File: src/rtl/cpu_types_pkg.sv
// rtl/cpu_types_pkg.sv - shared pipeline control types
// Controller state encoding and register-select type used across the CPU.
package cpu_types_pkg;

  typedef enum logic [1:0] {
    RUN    = 2'd0,
    DWAIT  = 2'd1,
    DRAIN  = 2'd2,
    HALTED = 2'd3
  } ctrl_state_t;

  typedef logic [4:0] regbits_t;

  localparam regbits_t REG_ZERO = 5'd0;

endpackage

File: src/rtl/load_use_detect.sv
// rtl/load_use_detect.sv - load-use hazard compare between ID/EX load and IF/ID sources
// Purely combinational; $0 as a load destination never produces a hazard.
module load_use_detect
  import cpu_types_pkg::*;
(
  input  logic     ex_dREN,
  input  regbits_t ex_wsel,
  input  regbits_t id_rs,
  input  regbits_t id_rt,
  input  logic     id_rs_used,
  input  logic     id_rt_used,
  output logic     hazard
);

  logic rs_match;
  logic rt_match;

  assign rs_match = id_rs_used && (id_rs == ex_wsel);
  assign rt_match = id_rt_used && (id_rt == ex_wsel);
  assign hazard   = ex_dREN && (ex_wsel != REG_ZERO) && (rs_match || rt_match);

endmodule

File: src/rtl/pipeline_ctrl.sv
// rtl/pipeline_ctrl.sv - stall/flush sequencer for the 5-stage pipeline
// Enables/flushes are combinational on this cycle's hazards; state, watchdog and counters are flopped.
module pipeline_ctrl
  import cpu_types_pkg::*;
#(
  parameter int unsigned CNT_W     = 32,
  parameter int unsigned DWAIT_MAX = 64
) (
  input  logic             CLK,
  input  logic             nRST,
  input  logic             ihit,
  input  logic             dhit,
  input  logic             mem_dREN,
  input  logic             mem_dWEN,
  input  logic             mem_halt,
  input  logic             wb_halt,
  input  logic             ex_redirect,
  input  logic             ex_dREN,
  input  logic [4:0]       ex_wsel,
  input  logic [4:0]       id_rs,
  input  logic [4:0]       id_rt,
  input  logic             id_rs_used,
  input  logic             id_rt_used,
  output logic             pc_en,
  output logic             ifid_en,
  output logic             ifid_flush,
  output logic             idex_en,
  output logic             idex_flush,
  output logic             exmem_en,
  output logic             exmem_flush,
  output logic             memwb_en,
  output logic             memwb_flush,
  output logic             halt,
  output logic             mem_timeout,
  output logic [CNT_W-1:0] cycle_cnt,
  output logic [CNT_W-1:0] stall_cnt
);

  ctrl_state_t      state_q, state_d;
  logic             halt_q, halt_d;
  logic             timeout_q, timeout_d;
  logic [31:0]      dwait_cnt_q, dwait_cnt_d;
  logic [CNT_W-1:0] cycle_cnt_q, cycle_cnt_d;
  logic [CNT_W-1:0] stall_cnt_q, stall_cnt_d;
  logic             load_use;
  logic             dstall;

  load_use_detect u_lud (
    .ex_dREN    (ex_dREN),
    .ex_wsel    (ex_wsel),
    .id_rs      (id_rs),
    .id_rt      (id_rt),
    .id_rs_used (id_rs_used),
    .id_rt_used (id_rt_used),
    .hazard     (load_use)
  );

  assign dstall = (mem_dREN || mem_dWEN) && !dhit;

  always_comb begin
    pc_en       = 1'b1;
    ifid_en     = 1'b1;
    idex_en     = 1'b1;
    exmem_en    = 1'b1;
    memwb_en    = 1'b1;
    ifid_flush  = 1'b0;
    idex_flush  = 1'b0;
    exmem_flush = 1'b0;
    memwb_flush = 1'b0;
    state_d     = state_q;
    halt_d      = halt_q;

    if (state_q == HALTED) begin
      {pc_en, ifid_en, idex_en, exmem_en, memwb_en} = 5'b0;
    end else if (dstall) begin
      {pc_en, ifid_en, idex_en, exmem_en} = 4'b0;
      memwb_flush = 1'b1;
      state_d     = DWAIT;
    end else begin
      if (state_q == DWAIT) state_d = RUN;
      // HALT in MEM squashes everything younger while the halt itself retires.
      if (mem_halt || state_q == DRAIN) begin
        pc_en       = 1'b0;
        ifid_flush  = 1'b1;
        idex_flush  = 1'b1;
        exmem_flush = 1'b1;
        state_d     = DRAIN;
        if (!mem_halt && wb_halt) begin
          state_d = HALTED;
          halt_d  = 1'b1;
        end
      end else if (ex_redirect) begin
        ifid_flush = 1'b1;
        idex_flush = 1'b1;
      end else if (load_use) begin
        pc_en      = 1'b0;
        ifid_en    = 1'b0;
        idex_flush = 1'b1;
      end else if (!ihit) begin
        pc_en      = 1'b0;
        ifid_flush = 1'b1;
      end
    end
  end

  always_comb begin
    dwait_cnt_d = '0;
    timeout_d   = timeout_q;
    cycle_cnt_d = cycle_cnt_q;
    stall_cnt_d = stall_cnt_q;
    // Count only cycles that stay in DWAIT; a zero limit disables the watchdog.
    if (state_q == DWAIT && state_d == DWAIT && DWAIT_MAX != 0) begin
      dwait_cnt_d = (dwait_cnt_q >= DWAIT_MAX) ? dwait_cnt_q : dwait_cnt_q + 32'd1;
      if (dwait_cnt_q + 32'd1 >= DWAIT_MAX) timeout_d = 1'b1;
    end
    if (state_q != HALTED) begin
      if (cycle_cnt_q != '1) cycle_cnt_d = cycle_cnt_q + CNT_W'(1);
      if (!pc_en && stall_cnt_q != '1) stall_cnt_d = stall_cnt_q + CNT_W'(1);
    end
  end

  always_ff @(posedge CLK or negedge nRST) begin
    if (!nRST) begin
      state_q     <= RUN;
      halt_q      <= 1'b0;
      timeout_q   <= 1'b0;
      dwait_cnt_q <= '0;
      cycle_cnt_q <= '0;
      stall_cnt_q <= '0;
    end else begin
      state_q     <= state_d;
      halt_q      <= halt_d;
      timeout_q   <= timeout_d;
      dwait_cnt_q <= dwait_cnt_d;
      cycle_cnt_q <= cycle_cnt_d;
      stall_cnt_q <= stall_cnt_d;
    end
  end

  assign halt        = halt_q;
  assign mem_timeout = timeout_q;
  assign cycle_cnt   = cycle_cnt_q;
  assign stall_cnt   = stall_cnt_q;

endmodule
File: config.mk
export PLATFORM = sky130hd
export DESIGN_NAME = pipeline_ctrl
export DESIGN_NICKNAME = d
export VERILOG_FILES = /design/src/rtl/cpu_types_pkg.sv /design/src/rtl/load_use_detect.sv /design/src/rtl/pipeline_ctrl.sv
export SDC_FILE = /design/constraint.sdc
export NUM_CORES = 1
export LEC_CHECK = 0
export BUFFER_PORTS_ARGS = -buffer_cell sky130_fd_sc_hd__buf_2
export CAP_MARGIN = 0
export CORE_MARGIN = 5
export CORE_UTILIZATION = 50
export DETAILED_ROUTE_END_ITERATION = 8
export PLACE_DENSITY = 0.81
export SLEW_MARGIN = 20
export SYNTH_ARGS = -nofsm -noshare
export SYNTH_HDL_FRONTEND = slang
export SYNTH_SLANG_ARGS = --single-unit
File: constraint.sdc
create_clock -name CLK -period 2.4 [get_ports CLK]
set_clock_uncertainty 0.2 [all_clocks]
set_input_delay 0.48 -clock CLK [delete_from_list [all_inputs] [get_ports CLK]]
set_output_delay 0.48 -clock CLK [all_outputs]
set_load 0.02 [all_outputs]
Yosys cells after proc, flatten, opt, wreduce, memory -nomap -nowiden:

Index checks and enable logic that the tools add are counted.
W data, S select, Z words.

* add/subtract/negate cells: 3
* order comparisons: 2
* eq/ne operators: 10
* muxes and demuxes: 37
* bitwise logic cells: 2
* reductions and logical operators: 19

Operator list (number)
* $add A32 B1 Y32 const B: 3
* $ge A32 B7 Y1 const B: 2
* $mux W32: 2
* $ne A32 B32 Y1 const B: 2
* $mux W1: 31
* $eq A5 B5 Y1: 2
* $logic_and A1 B1 Y1: 8
* $mux W2: 4
* $reduce_and A2 Y1: 3
* $reduce_bool A5 Y1: 1
* $eq A2 B1 Y1 const B: 2
* $eq A2 B2 Y1 const B: 2
* $ne A2 B2 Y1 const B: 2
* $reduce_and A4 Y1: 1
* $logic_not A1 Y1: 3
* $logic_or A1 B1 Y1: 3
* $not A1 Y1: 2

* register bits: 100
* input bits: 27
* output and inout port bits: 75
* word-level logic and storage cells: 79

Logic depth before layout (Yosys ltp):

Gate-level depths: netlist of run 1.

* depth in word-level cells: 12
* mapped depth: 9
* mapped depth without buffers: 8

Modules after synthesis:

Synthesis of run 1 repeated with hierarchy kept, for this count alone.

* cells, all modules: 525
* area, all modules: 5262.5 µm²

Modules (own cells, without submodules)
* pipeline_ctrl: times used 1, cells an instance 508, area each 5128.7 µm², sequential area each 2502.4 µm²
* load_use_detect: times used 1, cells an instance 17, area each 133.9 µm², sequential area each 0.0 µm²

Worst setup path before layout of run 1:

No wires, ideal clock.

* path kind: input -> output
* start: in ex_wsel[1]
* end: out ifid_flush
* arrival: 2283 ps
* required time: 1720 ps
* slack: -563 ps
* cell stages on the path: 6
* buffers on the path: 0
* path through: or4_1 o21ai_0 nand2b_1 inv_1 a21oi_1 a21boi_0

* word-level cells in the longest chain between the ends: 9
* elaborated cells on any way between the ends: 13
* classes of those cells: eq/ne (2); mux (5); reduce/logical (6)

RTL lines
* start: declaration: RTL line pipeline_ctrl.sv:19 `input logic [4:0] ex_wsel,`
* $eq A5 B5 Y1 (on tied branches): RTL line load_use_detect.sv:18, load_use_detect.sv:19
* $logic_and A1 B1 Y1 (on tied branches): RTL line load_use_detect.sv:18, load_use_detect.sv:19
* $logic_or A1 B1 Y1: RTL line load_use_detect.sv:20 `assign hazard = ex_dREN && (ex_wsel != REG_ZERO) && (rs_match || rt_match);`
* $logic_and A1 B1 Y1 (*): RTL line load_use_detect.sv:20
* $mux W1 (*): RTL line pipeline_ctrl.sv:95 `end else if (load_use) begin`
* $mux W1 (*): RTL line pipeline_ctrl.sv:92 `end else if (ex_redirect) begin`
* $mux W1 (*): RTL line pipeline_ctrl.sv:82 `if (mem_halt || state_q == DRAIN) begin`
* $mux W1 (*): RTL line pipeline_ctrl.sv:75 `end else if (dstall) begin`
* $mux W1 (*): RTL line pipeline_ctrl.sv:73 `if (state_q == HALTED) begin`
* end: declaration: RTL line pipeline_ctrl.sv:26 `output logic ifid_flush,`

Mark *: on every way between the ends. The rest lies on a longest branch, timed or not.

Worst setup path after layout of run 1:

* start: in ex_wsel[2]
* end: out ifid_flush

Same word-level chain as after synthesis.

==> metrics, run 1 <==
leakage power total=3.28 nW; Initial Util=0.507; Synthesis Warnings=0; type of origin of the critical path=input port; Main synth FF type=dfrtp_1; # fillers=751; top-count cell post-synth=dfrtp_1; Synth Register Bits=100; f_max=391 MHz; Clock Latency Late Sink=0.37 ns; die area=12500 sq um; GRT Total Usage=0.224; Site Rows=37; RD Place Congestion=0.912; RSZ-0062 raised after global routing=yes; Top Ports=102; layout overhead on the synthesized area=31.1%; CTS sink cnt=100; worst path arrival time=1.88 ns; Hold WS=0.215 ns; Port Buffers=101; core area=10200 sq um; setup ws final=-0.156 ns; Avg Inst Size Synth=10.2 sq um; CP dominant cell by count=buf_6; critical path's largest stage delay=0.54 ns; Post-Syn Instances=504; Hold Violations, Final=0; clock transition at the registers of the reported paths=0.09 ns; Crit path required time=1.72 ns; crit path cell chain=buf_6, or4_4, o21ai_4, nand2b_4, inv_2, a21oi_4, a21boi_4, buf_6; antenna violations before repair=0; combinational family with the most area after synthesis=simple AND/OR/NAND/NOR gates; chip width=112 um; Slew Viols, Final=0; detailed-route wire length=13.8 mm; total grt overflow=0; status=finished with violations; Yosys cell types=64; Post-DP Area=6320 sq um; Max IR drop VDD=614 uV; clock root buffer=clkbuf_8; Final Setup Violations=5; post-synthesis sequential area ratio=0.484; die height=112 um; minimum clock period=2.56 ns; Synth area leader=dfrtp_1; top cells by area, synth=dfrtp_1 48%, xnor2_1 9.0%, xor2_1 4.4%; placed wire-length estimate=9.88 mm; Routed WL per cell=16.8 um; vias per cell=5.72; DP Cell Count=796; Max clock buf depth=2; Layout Nets=712; hold crit path type=in -> reg; WS Path Type=in -> out; Synth Area in Compound Gates=0.0584; Final Non-Filler Cells=821; DR vias=4695; xor/xnor share of the synthesized area=0.134; Synth top area share=0.484; CTS tree=done; first-pass GRT wire length=23.6 mm; Adder-Cell Fraction of Synth Area=0.00969; relative slew slack=0.692; first drt pass iteration count=5; DRC=0; top cells by count, synth=100 x dfrtp_1, 53 x xnor2_1, 40 x nand3_1; Synthesized Nets=535; Netlist Area Pre-Place=5160 sq um; crit path max fanout=2; EDFF count, synth=0; H-tree depth=3; Post-Synth Simple-Gate Area=0.292; ys async rst share=1.00; Routed Antenna Nets=0; setup_tns=-0.392 ns; multiplexer share of the synthesized area=0.00412; failing checks=negative setup slack; slowest CP cell=or4_4; DRT iter0 DRCs=335; final non-filler cell area=6770 sq um; layout cells sized above 1=0.342; Power Dens Cells=656 nW/um^2; Crit. End Element=output pin; total CTS buffers=9; antenna cells=0; vias in the first global route=4999; maxcap violations=0; final period utilization=1.07; worst slew pin tran=0.458 ns; largest net degree at the start of global routing=57
area by class of cell:
cell class,count,area [sq um],area share
flip-flops and latches,100,2500,0.370
inverters,7,26.3,0.00388
well taps,136,170,0.0251
repair buffers,178,1130,0.168
clock inverters,5,82.6,0.0122
clock buffers,10,138,0.0203
multi-input cells,385,2720,0.401
worst max-delay path, delay by kind of cell:
| kind | cells | cell delay [ns] |
|---|---|---|
| AO/OA/AOI/OAI | 3 | 0.43 |
| buffers and inverters | 3 | 0.27 |
| AND/OR/NAND/NOR | 2 | 0.69 |
stage by stage:
stage                     total power, W   util  setup slack, ns
after floorplan                  0.00268      -          -0.0901
after global placement           0.00314  0.621           -0.242
after detailed placement         0.00318  0.621           -0.289
after CTS                        0.00442  0.655           -0.172
after global routing             0.00466  0.665           -0.203
final                            0.00444  0.665           -0.156
power by group:
| part | internal, W | total, W | switching, W |
|---|---|---|---|
| registers | 0.00184 | 0.00200 | 0.000160 |
| logic | 0.000497 | 0.00123 | 0.000734 |
| clock network | 0.000616 | 0.00121 | 0.000592 |
layout by cell type, fill, tap and decap left out, types with 4 or more instances in the layout:
cell type	Yosys	routed
and4_1	10	9
nand2_1	38	38
inv_1	7	5
buf_6	1	5
nand4_1	31	31
a31oi_1	5	5
clkbuf_8	0	10
buf_4	1	77
nor4_1	13	10
or3_1	4	4
nand3_1	40	40
and2_1	28	28
xor2_1	26	26
a21oi_1	7	5
o21ai_0	7	6
buf_2	4	94
dfrtp_1	100	100
xnor2_1	53	53
nor3_1	11	10
nor2_1	39	37
and3_1	17	15
registers in the layout, summed over array words and instances (netlist names):
name and count:
dwait_cnt_q 32, stall_cnt 32, mem_timeout 1, halt 1
state_q 2, cycle_cnt 32
path summary, 6_finish.rpt:
check                                               to  slack [ns]                       start  cells past startpoint
max                                         ifid_flush       -0.16                  ex_wsel[2]                      8
min                               state_q[1]$_DFF_PN0_        0.22                    mem_halt                      3
max reg2reg                    mem_timeout$_DFFE_PN0P_           0  dwait_cnt_q[0]$_DFFE_PN0P_                      8
min reg2reg                  cycle_cnt[19]$_DFFE_PN0P_        0.29   cycle_cnt[19]$_DFFE_PN0P_                      1
max in group asynchronous  dwait_cnt_q[29]$_DFFE_PN0P_        1.02                        nRST                      3
min in group asynchronous    stall_cnt[27]$_DFFE_PN0P_        0.35                        nRST                      2
routing by layer:
layer / global-route usage / vias up / part of all wire
li1: - / 2163 / -
met1: 0.278 / 2304 / 0.42
met2: 0.372 / 197 / 0.50
met3: 0.0462 / 31 / 0.066
met4: 0.112 / 0 / 0.019
met5: 0 / - / 0
what timing repair did:
action | 4_1_cts | 5_1_grt
setup endpoints to repair | 8 | 34
resized for setup | 18 | 14
hold endpoints to repair | 26 | 0
hold buffers | 1 | 0
buffers inserted | 5 | 4
pin swaps | 11 | 7
gates cloned | 0 | 0
logic make-up after synthesis:
kind of cell	count (synthesis)
AO/OA/AOI/OAI	41
XOR/XNOR	79
adder cells (fa/ha/maj)	4
buffers and inverters	19
flip-flops	100
multiplexers	2
AND/OR/NAND/NOR	259
(Power assumes the default switching activity.)
==> run 2: changes to the inputs <==
--- a/config.mk
+++ b/config.mk
@@ -5,12 +5,14 @@
 export SDC_FILE = /design/constraint.sdc
 export NUM_CORES = 1
 export LEC_CHECK = 0
+export ABC_AREA = 1
 export BUFFER_PORTS_ARGS = -buffer_cell sky130_fd_sc_hd__buf_2
 export CAP_MARGIN = 0
 export CORE_MARGIN = 5
 export CORE_UTILIZATION = 50
 export DETAILED_ROUTE_END_ITERATION = 8
-export PLACE_DENSITY = 0.81
+export GPL_TIMING_DRIVEN = 0
+export PLACE_DENSITY = 0.8
 export SLEW_MARGIN = 20
 export SYNTH_ARGS = -nofsm -noshare
 export SYNTH_HDL_FRONTEND = slang
==> run 2 against run 1 <==
Effect of this change:
- total power is 12% higher
- sequential power is essentially flat
- synthesized area grew 22%
- core utilization down 5.7 points
- the flow now finishes without violations
- sequential cell count stayed put
- global-route usage up 0.39 points
- critical path type is now reg -> out
- routed wire length rose by 22%
- hold slack improved by 0.041 ns
- sequential share of layout area fell by 3.8 points
- synthesized cell count rose by 79%
- maximum frequency rose by 12%
==> metrics, run 2 <==
status=complete, no violations; Synth top area share=0.398 (-0.0870); Port Buffers=101 (unchanged); DRC=0 (unchanged); Avg Inst Size Synth=6.96 sq um (-32%); antenna cells=0 (unchanged); H-tree depth=3 (unchanged); Post-Syn Instances=904 (+79%); Routed Antenna Nets=0 (unchanged); combinational power share=0.288 (+0.011); ys async rst share=1.00 (unchanged); DRT iter0 DRCs=531 (+59%); chip width=122 um (+9.5%); Max clock buf depth=2 (unchanged); # fillers=1140 (+52%); switching power=0.00174 W (+17%); clock transition at the registers of the reported paths=0.07 ns (-0.02 ns); type of origin of the critical path=register; worst r2r dst=mem_timeout$_DFFE_PN0P_; first drt pass iteration count=5 (unchanged); Max IR drop VDD=567 uV (-7.5%); Yosys cell types=31 (-52%); multiplexer share of the synthesized area=0 (-0.00412); post-synthesis sequential area ratio=0.398 (-0.0870); total CTS buffers=9 (unchanged); critical path's largest stage delay=0.39 ns (-0.15 ns); Layout Nets=1062 (+49%); WS Path Type=reg -> out; layout overhead on the synthesized area=20.4%; CP dominant cell by count=inv_1; CTS tree=done; Clock Latency Late Sink=0.35 ns (-0.02 ns); RR Startpoint=dwait_cnt_q[9]$_DFFE_PN0P_; core area=12500 sq um (+22%); DR vias=6264 (+33%); Top Ports=102 (unchanged); die area=14900 sq um (+20%); commonest non-fill, non-tap cell in the layout=nand2_1; combinational family with the most area after synthesis=simple AND/OR/NAND/NOR gates; slowest CP cell=dfrtp_1; layout cells sized above 1=0.181 (-0.161); CTS sink cnt=100 (unchanged); placed wire-length estimate=12.7 mm (+28%); worst slew pin tran=0.436 ns (-0.0220 ns); final period utilization=0.954 (-0.111); top cells by count, synth=299 x nand2_1, 150 x nor2_1, 100 x dfrtp_1; top-count cell post-synth=nand2_1; top cells by area, synth=dfrtp_1 40%, nand2_1 18%, nor2_1 8.9%; register area=2510 sq um (+0.30%); Initial Util=0.505 (-0.00216); crit path max fanout=3 (+1); clock root buffer=clkbuf_16; leakage power total=3.70 nW (+13%); r2r worst-path depth=13 (+5); Switching Share=0.349 (+0.0148); Netlist Area Pre-Place=6290 sq um (+22%); antenna violations before repair=0 (unchanged); slack of the worst reg-to-reg path=0.16 ns (+0.16 ns); Final Non-Filler Cells=1206 (+47%); most frequent cells in the layout=291 x nand2_1, 144 x nor2_1, 107 x buf_2; Site Rows=41 (+11%); worst path arrival time=1.61 ns (-0.27 ns); Synthesized Nets=935 (+75%); crit path cell chain=inv_1, a21oi_2, inv_1, nor2_2, nand3_1, nand2_1, a21oi_1, buf_2; first-pass GRT wire length=27.3 mm (+16%); detailed-route wire length=16.8 mm (+22%); Slew Viols, Final=0 (unchanged); Adder-Cell Fraction of Synth Area=0.00795 (-0.00174); Final Setup Violations=0 (-5); Synthesis Warnings=0 (unchanged); RD Place Congestion=0.958 (+5.0%); vias in the first global route=5834 (+17%); relative slew slack=0.707 (+0.0150); Synth Area in Compound Gates=0.0219 (-0.0365); Internal Power=0.00323 W (+9.3%); largest net degree at the start of global routing=74 (+30%); hold endpoint=halt$_DFFE_PN0P_; f_max=437 MHz (+12%); DP Cell Count=1178 (+48%); Synth Register Bits=100 (unchanged); die height=122 um (+9.5%); EDFF count, synth=0 (unchanged); Post-Synth Simple-Gate Area=0.408 (+0.116); hold_sp=halt$_DFFE_PN0P_; minimum clock period=2.29 ns (-0.267 ns); Hold Violations, Final=0 (unchanged); vias per cell=5.19 (-9.2%); Synth area leader=dfrtp_1; xor/xnor share of the synthesized area=0.0988 (-0.0352); total grt overflow=0 (unchanged); maxcap violations=0 (unchanged); Crit. End Element=output pin; Routed WL per cell=14.0 um (-17%); WHS Path Cells=1 (-2); multi-input logic area=3460 sq um (+27%); GRT Total Usage=0.228 (+0.00391); hold crit path type=reg -> reg; Power Dens Cells=656 nW/um^2 (-0.11%); Hold WS=0.256 ns (+0.0409 ns); Clk pwr share=0.315 (+0.043); Crit path required time=1.72 ns (about the same); Main synth FF type=dfrtp_1; Reg power frac=0.397 (-0.054)
## run 2: cell families (layout without fill, tap and decap cells)
family	Yosys count	count (layout)
and+or+nand+nor	603	603
DFF	100	100
buffers and inverters	100	230
xor gates and xnor gates	71	71
AOI/OAI and AO/OA	26	26
adders and majority gates	4	4
## run 2: layout make-up
class                      instances  share of cell area
buffer                            14              0.0129
inverter                          86              0.0429
timing repair buffer             116              0.0870
sequential                       100               0.331
multi-input combinational        704               0.457
clock buffer                       9              0.0297
clock inverter                     5              0.0112
tap                              172              0.0284
## run 2: stage by stage
stage,setup TNS (ns),util,total power [W],cell area (sq um),setup WS (ns)
4_1_cts,0,0.596,0.00492,7420,0.0154
3_5_place_dp,-0.848,0.566,0.00330,7060,-0.283
5_1_grt,-0.0466,0.608,0.00522,7580,-0.0303
6_report,0,0.608,0.00497,7580,0.111
3_3_place_gp,-35.17,0.563,0.00328,7020,-0.358
2_1_floorplan,0,-,0.00286,6300,0.0529
## run 2: worst max path at each step
stage	start	endpoint	slack, ns	cells after the start
2_1_floorplan	state_q[1]$_DFF_PN0_	pc_en	0.05	8
4_1_cts	ex_wsel[1]	pc_en	0.02	13
5_1_grt	id_rs[2]	pc_en	-0.03	13
3_5_place_dp	ex_wsel[1]	pc_en	-0.28	13
3_3_place_gp	nRST	cycle_cnt[2]$_DFFE_PN0P_	-0.36	1
6_report	state_q[0]$_DFF_PN0_	ifid_flush	0.11	8
## run 2: power groups by stage
stage          clock, W  combinational, W  sequential, W
2_1_floorplan         0          0.000776        0.00208
3_3_place_gp          0           0.00128        0.00199
3_5_place_dp          0           0.00131        0.00199
4_1_cts         0.00159           0.00135        0.00197
5_1_grt         0.00166           0.00156        0.00200
6_report        0.00156           0.00143        0.00197
## run 2: worst max-delay path: cells and delay by family, from the launching register on
kind	cells	cell delay, ns
simple gates	3	0.32
buf+inv	3	0.34
compound gates	2	0.22
flops	1	0.39
## run 2: per-layer routing
metal	wire length, um	global-route usage	vias to the layer above	share of wire
li1	-	-	3125	-
met1	7460	0.307	2929	0.44
met2	8150	0.373	179	0.48
met3	852	0.0492	31	0.051
met4	364	0.0658	0	0.022
met5	0	0	-	0
## run 2: timing repair
item,4_1_cts,5_1_grt
setup endpoints to repair,4,56
buffers inserted,3,10
hold buffers,1,0
resized for setup,9,27
hold endpoints to repair,27,0
pin swaps,3,9
